==> config.mk <==
export PLATFORM = sky130hd
export DESIGN_NAME = jesd204b_rx_lane_sync
export DESIGN_NICKNAME = d
export VERILOG_FILES = /design/src/rtl/jesd204b_rx_lane_sync.sv
export SDC_FILE = /design/constraint.sdc
export NUM_CORES = 1
export LEC_CHECK = 0
export CORE_MARGIN = 8
export CORE_UTILIZATION = 25
export DETAILED_ROUTE_END_ITERATION = 10
export GPL_ROUTABILITY_DRIVEN = 0
export GPL_TIMING_DRIVEN = 0
export PLACE_DENSITY = 0.6
export SKIP_LAST_GASP = 1
export SYNTH_ARGS = -nofsm -noshare
export SYNTH_HDL_FRONTEND = slang
export SYNTH_SLANG_ARGS = --single-unit
==> constraint.sdc <==
create_clock -name i_dclk -period 2.8 [get_ports i_dclk]
set_input_delay 0.56 -clock i_dclk [delete_from_list [all_inputs] [get_ports i_dclk]]
set_output_delay 0.56 -clock i_dclk [all_outputs]
set_load 0.02 [all_outputs]
==> src/rtl/jesd204b_rx_lane_sync.sv <==
// jesd204b_rx_lane_sync: per-lane JESD204B code-group synchroniser with LMFC-aligned SYNC~ release
// Ports:
//   i_dclk        RX user clock (rxusrclk2 domain)
//   i_rst_n       asynchronous active-low reset
//   i_reset_done  transceiver RX reset done; low forces every lane back to IDLE
//   i_sysref      SYSREF, already synchronous to i_dclk
//   i_rx_data     lane data, lane l at [l*USERDATA_WIDTH +: USERDATA_WIDTH]
//   i_rx_charisk  per-byte K-character flags
//   i_rx_err      per-byte disparity / not-in-table error
//   o_rxslide     one-cycle RXSLIDE pulse per lane
//   o_lane_locked per-lane CGS lock
//   o_nsync       SYNC~ (active-low, high once all lanes are synchronised)
//   o_data_valid  data phase active, one cycle behind o_nsync
//   o_data        i_rx_data delayed by one cycle
//   o_lmfc_cnt    current LMFC phase
module jesd204b_rx_lane_sync #(
   parameter int LANES          = 1,
   parameter int USERDATA_WIDTH = 32,
   parameter int LMFC_CNT_WIDTH = 8,
   parameter int LMFC_PERIOD    = 16,
   parameter int CGS_LOCK_CNT   = 4,
   parameter int CGS_LOSS_CNT   = 3,
   parameter int SLIDE_WAIT     = 32,
   parameter int SYNC_MODE      = 1
) (
   input  logic                                i_dclk,
   input  logic                                i_rst_n,
   input  logic                                i_reset_done,
   input  logic                                i_sysref,
   input  logic [LANES*USERDATA_WIDTH-1:0]     i_rx_data,
   input  logic [LANES*(USERDATA_WIDTH/8)-1:0] i_rx_charisk,
   input  logic [LANES*(USERDATA_WIDTH/8)-1:0] i_rx_err,
   output logic [LANES-1:0]                    o_rxslide,
   output logic [LANES-1:0]                    o_lane_locked,
   output logic                                o_nsync,
   output logic                                o_data_valid,
   output logic [LANES*USERDATA_WIDTH-1:0]     o_data,
   output logic [LMFC_CNT_WIDTH-1:0]           o_lmfc_cnt
);
   localparam int BYTES = USERDATA_WIDTH / 8;
   localparam int LW = $clog2(CGS_LOCK_CNT + 1);
   localparam int EW = $clog2(CGS_LOSS_CNT + 1);
   localparam int WW = $clog2(SLIDE_WAIT + 1);
   localparam logic [LW-1:0] LOCK_MAX = LW'(CGS_LOCK_CNT);
   localparam logic [EW-1:0] LOSS_MAX = EW'(CGS_LOSS_CNT);
   localparam logic [WW-1:0] WAIT_LAST = WW'(SLIDE_WAIT - 1);
   localparam logic [LMFC_CNT_WIDTH-1:0] LMFC_LAST = LMFC_CNT_WIDTH'(LMFC_PERIOD - 1);

   typedef enum logic [2:0] {IDLE, HUNT, SLIDE, WAIT, LOCKED} cgs_state_t;

   for (genvar l = 0; l < LANES; l++) begin : g_lane
      cgs_state_t      state, state_d;
      logic [LW-1:0]   lock_cnt, lock_cnt_d, lock_inc;
      logic [EW-1:0]   err_cnt, err_cnt_d, err_inc;
      logic [WW-1:0]   wait_cnt, wait_cnt_d, wait_inc;
      logic            comma, any_err, slide_q;

      // a comma word is K28.5 in every byte with no code errors
      always_comb begin
         comma = &i_rx_charisk[l*BYTES +: BYTES] & ~|i_rx_err[l*BYTES +: BYTES];
         for (int b = 0; b < BYTES; b++)
            comma = comma & (i_rx_data[l*USERDATA_WIDTH + b*8 +: 8] == 8'hBC);
      end

      assign any_err  = |i_rx_err[l*BYTES +: BYTES];
      assign lock_inc = (lock_cnt == LOCK_MAX) ? lock_cnt : lock_cnt + 1'b1;
      assign err_inc  = (err_cnt == LOSS_MAX) ? err_cnt : err_cnt + 1'b1;
      assign wait_inc = (wait_cnt == WAIT_LAST) ? wait_cnt : wait_cnt + 1'b1;

      always_comb begin
         state_d    = state;
         lock_cnt_d = lock_cnt;
         err_cnt_d  = err_cnt;
         wait_cnt_d = '0;
         if (!i_reset_done) begin
            state_d    = IDLE;
            lock_cnt_d = '0;
            err_cnt_d  = '0;
         end else begin
            case (state)
               IDLE:  state_d = HUNT;
               HUNT:
                  if (comma) begin
                     lock_cnt_d = lock_inc;
                     if (lock_inc == LOCK_MAX) begin
                        state_d    = LOCKED;
                        lock_cnt_d = '0;
                     end
                  end else begin
                     lock_cnt_d = '0;
                     state_d    = SLIDE;
                  end
               SLIDE: state_d = WAIT;
               // the GTH needs quiet time after a slide, so input is ignored here
               WAIT:
                  if (wait_cnt == WAIT_LAST) state_d = HUNT;
                  else wait_cnt_d = wait_inc;
               LOCKED:
                  if (any_err) begin
                     err_cnt_d = err_inc;
                     if (err_inc == LOSS_MAX) begin
                        state_d   = HUNT;
                        err_cnt_d = '0;
                     end
                  end else begin
                     err_cnt_d = '0;
                  end
               default: state_d = IDLE;
            endcase
         end
      end

      // slide is registered from the transition so a reset_done drop cannot glitch it
      always_ff @(posedge i_dclk or negedge i_rst_n) begin
         if (!i_rst_n) begin
            state    <= IDLE;
            lock_cnt <= '0;
            err_cnt  <= '0;
            wait_cnt <= '0;
            slide_q  <= 1'b0;
         end else begin
            state    <= state_d;
            lock_cnt <= lock_cnt_d;
            err_cnt  <= err_cnt_d;
            wait_cnt <= wait_cnt_d;
            slide_q  <= (state_d == SLIDE);
         end
      end

      assign o_rxslide[l]     = slide_q;
      assign o_lane_locked[l] = (state == LOCKED);
   end

   logic                      sysref_q, all_locked, nsync_d;
   logic [LMFC_CNT_WIDTH-1:0] lmfc_d;

   assign all_locked = &o_lane_locked;
   // a SYSREF edge wins over the natural wrap
   assign lmfc_d = (i_sysref & ~sysref_q) ? '0 : (o_lmfc_cnt == LMFC_LAST) ? '0 : o_lmfc_cnt + 1'b1;
   // release may only start on an LMFC boundary in mode 1; falling is never aligned
   assign nsync_d = i_reset_done & all_locked & ((SYNC_MODE == 0) | o_nsync | (lmfc_d == '0));

   always_ff @(posedge i_dclk or negedge i_rst_n) begin
      if (!i_rst_n) begin
         sysref_q     <= 1'b0;
         o_lmfc_cnt   <= '0;
         o_nsync      <= 1'b0;
         o_data_valid <= 1'b0;
         o_data       <= '0;
      end else begin
         sysref_q     <= i_sysref;
         o_lmfc_cnt   <= lmfc_d;
         o_nsync      <= nsync_d;
         o_data_valid <= o_nsync;
         o_data       <= i_rx_data;
      end
   end
endmodule

Word-level counts from Yosys, hierarchy flattened
Cells that the tools add are included.
- bitwise gates (word level): 10
- muxes and demuxes: 22
- add/subtract/negate cells: 4
- reduce and logical (&&, ||, !) cells: 5
- equality and inequality tests: 17
- operators by type and width (kind ; count):
    3-bit 2-to-1 mux ; 11
    8-bit equality test, second input constant ; 4
    6-bit 2-to-1 mux ; 3
    8-bit 2-to-1 mux ; 2
    3-bit one-hot mux with 5 select lines ; 1
    2-bit 2-to-1 mux ; 5
    3-bit by 2-bit equality test with 1-bit output, second input constant ; 3
    3-bit equality test, second input constant ; 3
    8-bit by 1-bit adder with 8-bit output, second input constant ; 1
    1-bit bitwise AND ; 8
    8-bit by 4-bit equality test with 1-bit output, second input constant ; 1
    8-bit zero test ; 1
    6-bit by 1-bit adder with 6-bit output, second input constant ; 1
    6-bit by 5-bit equality test with 1-bit output, second input constant ; 1
    2-bit equality test, second input constant ; 2
    2-bit by 1-bit inequality test with 1-bit output, second input constant ; 2
    4-bit AND reduction ; 1
    4-bit OR reduction ; 1
    3-bit by 1-bit adder with 3-bit output, second input constant ; 1
    3-bit by 1-bit equality test with 1-bit output, second input constant ; 1
    3-bit zero test ; 1
    2-bit by 1-bit adder with 2-bit output, second input constant ; 1
    1-bit zero test ; 1
    1-bit inverter ; 1
    1-bit bitwise OR ; 1
- bits of input ports: 44
- register bits: 58

Longest topological paths before layout
Gate-level depths: netlist (run 1).
- depth in word-level cells: 11
- gate-level depth with buffers: 7
- depth with buffers taken out: 7

Worst setup path before layout (run 1)
No wires, ideal clock.
- path kind: in2reg
- from: input i_rx_err[1]
- to: register g_lane[0].state[1]
- required time: 2.677 ns
- stages on the path: 5
- setup time: 0.123 ns
- setup slack: 0.895 ns
- arrival time: 1.783 ns
- path buffers: 0
- path through: or4_4 > nor4_4 > nand3_2 > a22oi_1 > nor2b_1
- word-level cells in the longest chain between the ends: 10
- elaborated cells between the ends (all ways): 11
- those cells by class: 4 x mux; 5 x bitwise; 2 x reduce/logical
- ends and longest elaborated chain (item ; line ; text):
    start, declared ; 32 ; input logic [LANES*(USERDATA_WIDTH/8)-1:0] i_rx_err,
    4-bit OR reduction * ; 60, 65 ;
    1-bit zero test ; 60 ; comma = &i_rx_charisk[l*BYTES +: BYTES] & ~|i_rx_err[l*BYTES +: BYTES];
    1-bit bitwise AND ; 60 ;
    1-bit bitwise AND (4 in series) ; 62 ; comma = comma & (i_rx_data[l*USERDATA_WIDTH + b*8 +: 8] == 8'hBC);
    3-bit 2-to-1 mux ; 83 ; if (comma) begin
    3-bit one-hot mux with 5 select lines * ; 80 ; case (state)
    3-bit 2-to-1 mux * ; 75 ; if (!i_reset_done) begin
    net g_lane[0].state_d[1] ; 52 ; cgs_state_t state, state_d;
    end signal, assigned ; 122 ; state <= state_d;
    end, declared ; 52 ;
The timed path passes the listed nets; every way through them passes the cells marked *.
A chain may end at the register's enable or synchronous reset.

Worst setup path in the final report (run 1)
- from: register g_lane[0].state[0]
- to: output o_lane_locked
- word-level cells in the longest chain between the ends: 1
- ends and longest elaborated chain (item ; line ; text):
    3-bit equality test ; 131 ; assign o_lane_locked[l] = (state == LOCKED);
    end, declared ; 34 ; output logic [LANES-1:0] o_lane_locked,
Every way passes these cells.

==> run metrics, run 1 <==
critical path type=flop to output pin; Tcrit/Tclk final=82.83%; Antenna Cells=0; synthesized instance count=177; Die Ht=111.2 µm; die footprint=12360 µm²; CTS H-tree lvls=3; Clock Path Buffers=2; worst path bufs/invs=2; dpl cell area=approximately 3300 µm²; final total power=0.002116 W; vias per cell=4.447; grt ovf=0; drc violations=0; CTS clk-pin slew, worst paths=0.07 ns; maximum fanout along the worst path=5; CTS tree=yes; Post-synth EDFFs=0; Routed Antenna Nets=0; Critical Path Sink Type=output pin; crit path from=g_lane[0].state[0]; DR iter-0 viols=71; pin count of the biggest net entering global routing=40; Unique masters post-synth=42; Slew HR=between 60% and 70%; Final Util=approximately two fifths; first-pass GRT wire length=~9.6 mm; clock latency at the later pin of the worst-skew pair=0.33 ns; Layout area overhead=54.70%; synthesized flop and latch total=between 50 and 60; clk sinks=58; row count=34; Synth Warn #=0; gr usage total=around a tenth; WL/cell=roughly 15 µm; Synth Flop Type=dfrtp_1; Arr. time, crit path=1.76 ns; Worst Skew=0.007866 ns; run status=finished clean; r2r setup slk=1.00 ns; Post-DP HPWL=roughly 4.4 mm; Period minus WS final=2.319 ns; slowest CP cell=clkdlybuf4s50_1; final instance area=3503 µm²; CTS Hold Buffers Added=0; final setup violating endpoints=0; NumNets Final=324; Buffers on Ports=87; Hold Crit Class=input pin to asynchronous set/reset pin; vias in the first global route=1893; FF-to-FF End=o_nsync; # fillers=867; worst vdd ir=0.3359 mV; worst-path cell chain=nor2_1 -> nand2_1 -> inv_1 -> clkdlybuf4s50_1; Root Buffer=clkbuf_8; final wirelength=around 5.7 mm; fin cells=approximately 390; cell area power density=between 600 and 700 nW/µm²; # Post-CTS Setup Buffers=0; family with the most delay on the worst path=buffers and inverters; most common cell after layout, fill and taps aside=clkdlybuf4s50_1; Post-CTS Resized=0; Synth Cell Area=roughly 2300 µm²; commonest cells after routing, fill and taps aside=clkdlybuf4s50_1, dfrtp_1, nor2_1; pre-CTS setup slack=0.3103 ns; initial antenna violation count=0; Setup WS post-layout=0.4808 ns; r2r worst-path depth=6; FF-to-FF Start=o_lmfc_cnt[0]; logic depth of the worst path, buffers included=4; max-cap violation count=0; syn_area_per_cell=12.79 µm²; Leak=1.421 nW; measured slew at the worst slew-check pin=between 0.4 and 0.5 ns; DP Cell Count=373; max-slew violations=0; Worst Path Required=2.24 ns; Hold Violations, Final=0; RSZ-0062 raised after global routing=false; Synth async-reset ratio=100.0%; Die Wd=111.2 µm; layout cells sized above 1=10.32%; post-synthesis sequential area ratio=64.09%; slowest stage delay, CP=0.66 ns; Startpoint Class=flop; syn nets=roughly 230; Ports=88; top achievable clock speed=431.2 MHz; first drt pass iteration count=4; via total after detailed routing=1730; end of the critical path=o_lane_locked; CTS buffer count=9; Core Area=8763 µm²; Initial Util=25.84%
where the power goes:
part           switching [W]  total (W)  internal (W)
combinational       0.000163   0.000345      0.000181
clock               0.000332   0.000830      0.000498
sequential         0.0000537   0.000941      0.000888
Yosys cell counts (2+ instances only):
master | count | share of area [%]
nand2_1 | 12 | 2.0
nor3_1 | 4 | 0.88
xnor2_1 | 7 | 2.7
a22oi_1 | 2 | 0.66
nor2b_1 | 7 | 1.9
nand4b_1 | 3 | 1.2
nand4bb_2 | 2 | 1.4
a31oi_1 | 2 | 0.55
a21oi_1 | 5 | 1.1
o21ai_1 | 2 | 0.44
nor4_2 | 2 | 1.1
dfrtp_1 | 58 | 64
inv_1 | 5 | 0.83
xor2_1 | 5 | 1.9
nand3_1 | 7 | 1.5
ha_1 | 4 | 2.2
a22o_1 | 3 | 1.2
o21a_1 | 2 | 0.66
nor2_1 | 18 | 3.0
o21ai_0 | 2 | 0.44
nand2b_1 | 4 | 1.1
per-layer routing:
metal  GRT usage, %  vias to the layer above  wire length, µm
met5              0                        -                0
met4          3.022                        0               61
met3          5.898                        8              541
met2          15.01                       70             2665
met1          10.75                      829             2415
li1               -                      823                -
worst min-delay path by stage:
| stage | startpoint | end | cells past startpoint |
|---|---|---|---|
| final | i_rst_n | o_data[2] | 1 |
| after global routing | i_rst_n | o_data[2] | 1 |
| after CTS | i_rst_n | o_data[2] | 1 |
| after detailed placement | o_nsync | o_data_valid | 0 |
| after global placement | o_nsync | o_data_valid | 0 |
| after floorplan | i_rst_n | g_lane[0].err_cnt[0] | 0 |
stage by stage:
step                setup TNS, ns  hold WS, ns
global placement           -38.91       0.4326
CTS                             0       0.1870
global route                    0       0.1976
floorplan                       0       0.2644
detailed placement              0       0.4343
finish                          0       0.1891
sequential cells by signal, summed over array words and instances, names as in the netlist:
| name | flops |
|---|---|
| o_rxslide | 1 |
| g_lane.state | 3 |
| o_data_valid | 1 |
| o_nsync | 1 |
| g_lane.lock_cnt | 3 |
| g_lane.err_cnt | 2 |
| o_lmfc_cnt | 8 |
| sysref_q | 1 |
| o_data | 32 |
| g_lane.wait_cnt | 6 |
cell families after synthesis:
family	after synthesis	synth area share, %
compound gates	23	7.072
xor+xnor	12	4.641
fa+ha+maj	4	2.210
buf+inv	5	0.8288
flops	58	64.09
mux	1	0.4420
simple gates	74	20.72
area by class of cell:
type | count | area, µm² | area share (%)
Sequential cell | 58 | 1451 | 41.43
Multi-Input combinational cell | 114 | 794.5 | 22.68
Timing Repair Buffer | 88 | 885.9 | 25.29
Inverter | 5 | 18.77 | 0.5357
Clock inverter | 7 | 93.84 | 2.679
Clock buffer | 9 | 123.9 | 3.536
Tap cell | 108 | 135.1 | 3.857
Note: power is estimated with default switching activity, not from simulation.
==> run 2: changes to the inputs <==
clock period = 2.3 ns   (was 2.8 ns; I/O delays follow)
==> run metrics, run 2 (synthesis gave the netlist of run 1 again) <==
Clock power frac=39.2% (about the same); Largest regs=o_data (32), o_lmfc_cnt (8), g_lane.wait_cnt (6); gr usage total=9.679% (unchanged); vias per cell=4.447 (unchanged); commonest cells after routing, fill and taps aside=clkdlybuf4s50_1, dfrtp_1, nor2_1; clk sinks=58 (unchanged); CTS H-tree lvls=3 (unchanged); Final Util=40.01% (about the same); Core Area=8763 µm² (unchanged); Post-DP HPWL=4.389 mm (unchanged); Slew HR=67.13% (unchanged); multi-input logic area=794.5 µm² (unchanged); critical path type=input pin to flop; vias in the first global route=1893 (unchanged); Initial Util=25.84% (unchanged); pin count of the biggest net entering global routing=40 (unchanged); final wirelength=5.676 mm (-0.12%); Worst Skew=0.007866 ns (-0.00000005000 ns); max-cap violation count=0 (unchanged); CTS clk-pin slew, worst paths=0.06 ns (about the same); Period minus WS final=between 2 and 2.5 ns; Tcrit/Tclk final=88.07%; Ports=88 (unchanged); Die Wd=111.2 µm (unchanged); Antenna Cells=0 (unchanged); run status=finished clean; Hold Crit Class=input pin to asynchronous set/reset pin; final setup violating endpoints=0 (unchanged); Leak=1.440 nW (+1.3%); first drt pass iteration count=4 (unchanged); CTS tree=yes; combinational share of power=16.3% (about the same); switching pwr=0.0006673 W (+22%); max-slew violations=0 (unchanged); first-pass GRT wire length=9.597 mm (unchanged); worst vdd ir=0.4085 mV (+22%); drc violations=0 (unchanged); most common cell after layout, fill and taps aside=clkdlybuf4s50_1; Largest register FFs=32 (unchanged); maximum fanout along the worst path=4 (-1); Routed Antenna Nets=0 (unchanged); CTS buffer count=9 (unchanged); Arr. time, crit path=2.29 ns (+0.53 ns); FF-to-FF Start=o_lmfc_cnt[0]; Root Buffer=clkbuf_8; Critical Path Sink Type=flop; via total after detailed routing=1730 (unchanged); # fillers=865 (-0.23%); DR iter-0 viols=71 (unchanged); Clock Path Buffers=2 (unchanged); row count=34 (unchanged); WL/cell=14.59 µm (-0.12%); Int Pwr=0.001908 W (+22%); Buffers on Ports=87 (unchanged); Hold Violations, Final=0 (unchanged); clock latency at the later pin of the worst-skew pair=0.33 ns (about the same); Sw Ratio=25.91% (about the same); # Post-CTS Setup Buffers=0 (unchanged); final total power=0.002575 W (+22%); layout cells sized above 1=10.32% (unchanged); die footprint=12360 µm² (unchanged); Largest Register=o_data; Die Ht=111.2 µm (unchanged); WHS=0.08901 ns (-0.1001 ns); RSZ-0062 raised after global routing=false; Startpoint Class=input pin; top achievable clock speed=493.7 MHz; NumNets Final=324 (unchanged); crit path from=i_rx_err[1]; Worst Path Required=2.57 ns (+0.33 ns); register area=1451 µm² (unchanged); Seq pwr share=44.5% (about the same); grt ovf=0 (unchanged); measured slew at the worst slew-check pin=0.4930 ns (unchanged); cell area power density=734.6 nW/µm² (+22%); Layout area overhead=54.81% (about the same); initial antenna violation count=0 (unchanged)
==> run 2: changes by cell type in the layout (fill, tap and decap cells not counted) <==
cell	delta
clkdlybuf4s50_1	-1
dlymetal6s2s_1	+1
==> run 2: worst paths after layout <==
kind	end	slack, ns	cells past startpoint
setup / recovery	g_lane[0].lock_cnt[1]	0.27	6
hold / removal	o_data[2]	0.09	1
setup reg to reg	o_nsync	0.50	6
hold reg to reg	o_data_valid	0.46	0
max in group asynchronous	o_data_valid	1.64	2
min in group i_dclk	o_data_valid	0.46	0
==> run 2: what timing repair did <==
action | CTS | global route
setup endpoints to repair | 0 | 1
hold buffers | 0 | 0
gates resized for setup | 0 | 1
==> run 2: routing by layer <==
| metal | vias to the layer above | wire (µm) | GRT usage (%) |
|---|---|---|---|
| li1 | 823 | - | - |
| met1 | 829 | 2414 | 10.75 |
| met2 | 70 | 2666 | 15.01 |
| met3 | 8 | 534 | 5.898 |
| met4 | 0 | 61 | 3.022 |
| met5 | - | 0 | 0 |
==> run 2: cell type report <==
class / instances / area share [%]
inverter: 5 / 0.5353
clock buffer: 9 / 3.533
timing repair buffer: 88 / 25.34
sequential: 58 / 41.40
tap: 108 / 3.854
multi-input combinational: 114 / 22.66
clock inverter: 7 / 2.677
==> run 2: per-stage QoR <==
stage | cell area [µm²] | cells | worst slack [ns] | setup TNS (ns)
final | 3506 | 389 | 0.2744 | 0
after global routing | 3506 | 389 | 0.1870 | 0
after CTS | 3503 | 389 | 0.06497 | 0
after detailed placement | 3286 | 373 | -0.08974 | -0.4155
after global placement | 3271 | 372 | -1.075 | -62.43
after floorplan | 2265 | 177 | 0.4945 | 0
==> run 2: power groups by stage <==
| stage | Clock [W] | Combinational (W) | Sequential [W] |
|---|---|---|---|
| after global placement | 0 | 0.000413 | 0.00117 |
| after floorplan | 0 | 0.000102 | 0.00122 |
| after CTS | 0.00105 | 0.000427 | 0.00115 |
| final | 0.00101 | 0.000419 | 0.00115 |
| after detailed placement | 0 | 0.000422 | 0.00116 |
| after global routing | 0.00110 | 0.000451 | 0.00116 |
==> run 2: worst max-delay path: stages <==
cell	delay, ns
clkdlybuf4s50_1	0.40
or4_4	0.57
nor4_4	0.35
nand3_2	0.17
nor2_4	0.18
a22o_1	0.15
==> run 3: changes to the inputs <==
CORE_UTILIZATION = 33   (was 25)
PLACE_DENSITY = 0.72   (was 0.6)
==> run metrics, run 3 (synthesis gave the netlist of run 1 again) <==
pre-CTS setup slack=-0.01459 ns (+0.07515 ns); gr usage total=11.87% (+2.2 points); met2 usage=18.97% (+4.0 points); Die Wd=98.84 µm (-11%); CTS H-tree lvls=3 (unchanged); Hold Crit Class=input pin to asynchronous set/reset pin; final total power=0.002596 W (+0.80%); first-pass GRT wire length=9.004 mm (-6.2%); measured slew at the worst slew-check pin=0.6253 ns (+0.1323 ns); grt ovf=0 (unchanged); Leak=1.419 nW (-1.5%); vias in the first global route=1838 (-2.9%); WL/cell=14.96 µm (+2.5%); commonest cells after routing, fill and taps aside=clkdlybuf4s50_1, dfrtp_1, nor2_1; Die Ht=98.84 µm (-11%); layout cells sized above 1=9.609% (-0.71 points); die footprint=9769 µm² (-21%); final instance area=3471 µm² (-1.0%); Routed Antenna Nets=0 (unchanged); Layout area overhead=53.26%; Tcrit/Tclk final=94.74% (+6.7 points); FF-to-FF Start=o_lmfc_cnt[0]; Startpoint Class=flop; DR iter-0 viols=39 (-45%); max-cap violation count=0 (unchanged); Worst Path Required=1.84 ns (-0.73 ns); vias per cell=4.759 (+7.0%); pin count of the biggest net entering global routing=33 (-18%); dpl cell area=3251 µm² (-1.1%); max-slew violations=0 (unchanged); Largest regs=o_data (32), o_lmfc_cnt (8), g_lane.wait_cnt (6); Slew HR=58.31% (-8.8 points); worst vdd ir=0.4715 mV (+15%); # fillers=567 (-34%); Critical Path Sink Type=output pin; Ports=88 (unchanged); CTS clk-pin slew, worst paths=0.07 ns (about the same); initial antenna violation count=0 (unchanged); RSZ-0062 raised after global routing=false; Largest register FFs=32 (unchanged); Buffers on Ports=87 (unchanged); Final Util=51.66% (+12 points); # Post-CTS Setup Buffers=0 (unchanged); CTS tree=yes; Root Buffer=clkbuf_8; slowest stage delay, CP=0.63 ns (+0.06 ns); Clock Path Buffers=2 (unchanged); Largest Register=o_data; Core Area=6719 µm² (-23%); clock latency at the later pin of the worst-skew pair=0.33 ns (about the same); clk sinks=58 (unchanged); maximum fanout along the worst path=5 (+1); final wirelength=5.399 mm (-4.9%); CTS Hold Buffers Added=0 (unchanged); row count=30 (-12%); GRT busiest layer=met2; Worst Skew=0.008876 ns (+0.001011 ns); Antenna Cells=0 (unchanged); critical path type=flop to output pin; drc violations=0 (unchanged); via total after detailed routing=1718 (-0.69%); NumNets Final=324 (unchanged); Post-CTS Resized=0 (unchanged); worst-path cell chain=nor2_1 -> nand2_1 -> inv_1 -> clkdlybuf4s50_1; final setup violating endpoints=0 (unchanged); Setup WS post-layout=0.1210 ns (-0.1533 ns); TNS Setup=0 ns (unchanged); Period minus WS final=2.179 ns (+0.1533 ns); Post-DP HPWL=4.138 mm (-5.7%); CTS buffer count=9 (unchanged); top achievable clock speed=458.9 MHz (-7.0%); cell area power density=748.0 nW/µm² (+1.8%); most common cell after layout, fill and taps aside=clkdlybuf4s50_1; Hold Violations, Final=0 (unchanged); run status=finished clean; slowest CP cell=clkdlybuf4s50_1; Arr. time, crit path=1.72 ns (-0.57 ns); met3 usage=5.144% (-0.75 points); crit path from=g_lane[0].state[0]; met1 usage=12.96% (+2.2 points); first drt pass iteration count=4 (unchanged); Initial Util=33.71% (+7.9 points)
-- run 3: cell types whose count changed in the layout (fill, tap and decap cells not counted), sizes merged --
cell	delta
clkbuf	+3
clkdlybuf4s50	+1
clkinv	-3
dlymetal6s2s	-1
-- run 3: final timing paths --
path | endpoint | slack, ns | depth (start not counted)
worst max-delay path | o_lane_locked | 0.12 | 4
worst min-delay path | o_data[6] | 0.14 | 1
worst max register to register | o_nsync | 0.52 | 6
worst min register to register | o_data_valid | 0.46 | 0
max in group asynchronous | g_lane[0].state[1] | 1.56 | 2
min in group i_dclk | o_data_valid | 0.46 | 0
-- run 3: power by group --
part	leakage, nW	internal [W]	switching, W	total (W)
Combinational	0.590	0.000221	0.000195	0.000416
Clock	0.103	0.000640	0.000397	0.00104
Sequential	0.726	0.00108	0.0000620	0.00114
-- run 3: cell type report --
class,count,area (µm²),share of cell area (%)
Tap cell,80,100.1,2.884
Timing Repair Buffer,88,885.9,25.52
Multi-Input combinational cell,114,794.5,22.89
Clock buffer,12,145.1,4.182
Sequential cell,58,1451,41.82
Inverter,5,18.77,0.5407
Clock inverter,4,75.07,2.163
-- run 3: through the flow --
step / cells / hold WS (ns)
finish: 361 / 0.1424
global placement: 344 / 0.4129
CTS: 361 / 0.1497
global route: 361 / 0.1846
detailed placement: 345 / 0.4372
floorplan: 177 / 0.1644
-- run 3: worst max-delay path: cells and delay by family, from the launching register on --
| family | cells | cell delay, ns |
|---|---|---|
| buffers and inverters | 2 | 0.76 |
| flip-flops | 1 | 0.42 |
| AND/OR/NAND/NOR | 2 | 0.23 |
-- run 3: metal layers --
layer / vias to the layer above / share of wire, %
met4: 0 / 2.1
met3: 11 / 7.4
met5: - / 0
met2: 59 / 50
met1: 819 / 41
li1: 829 / -
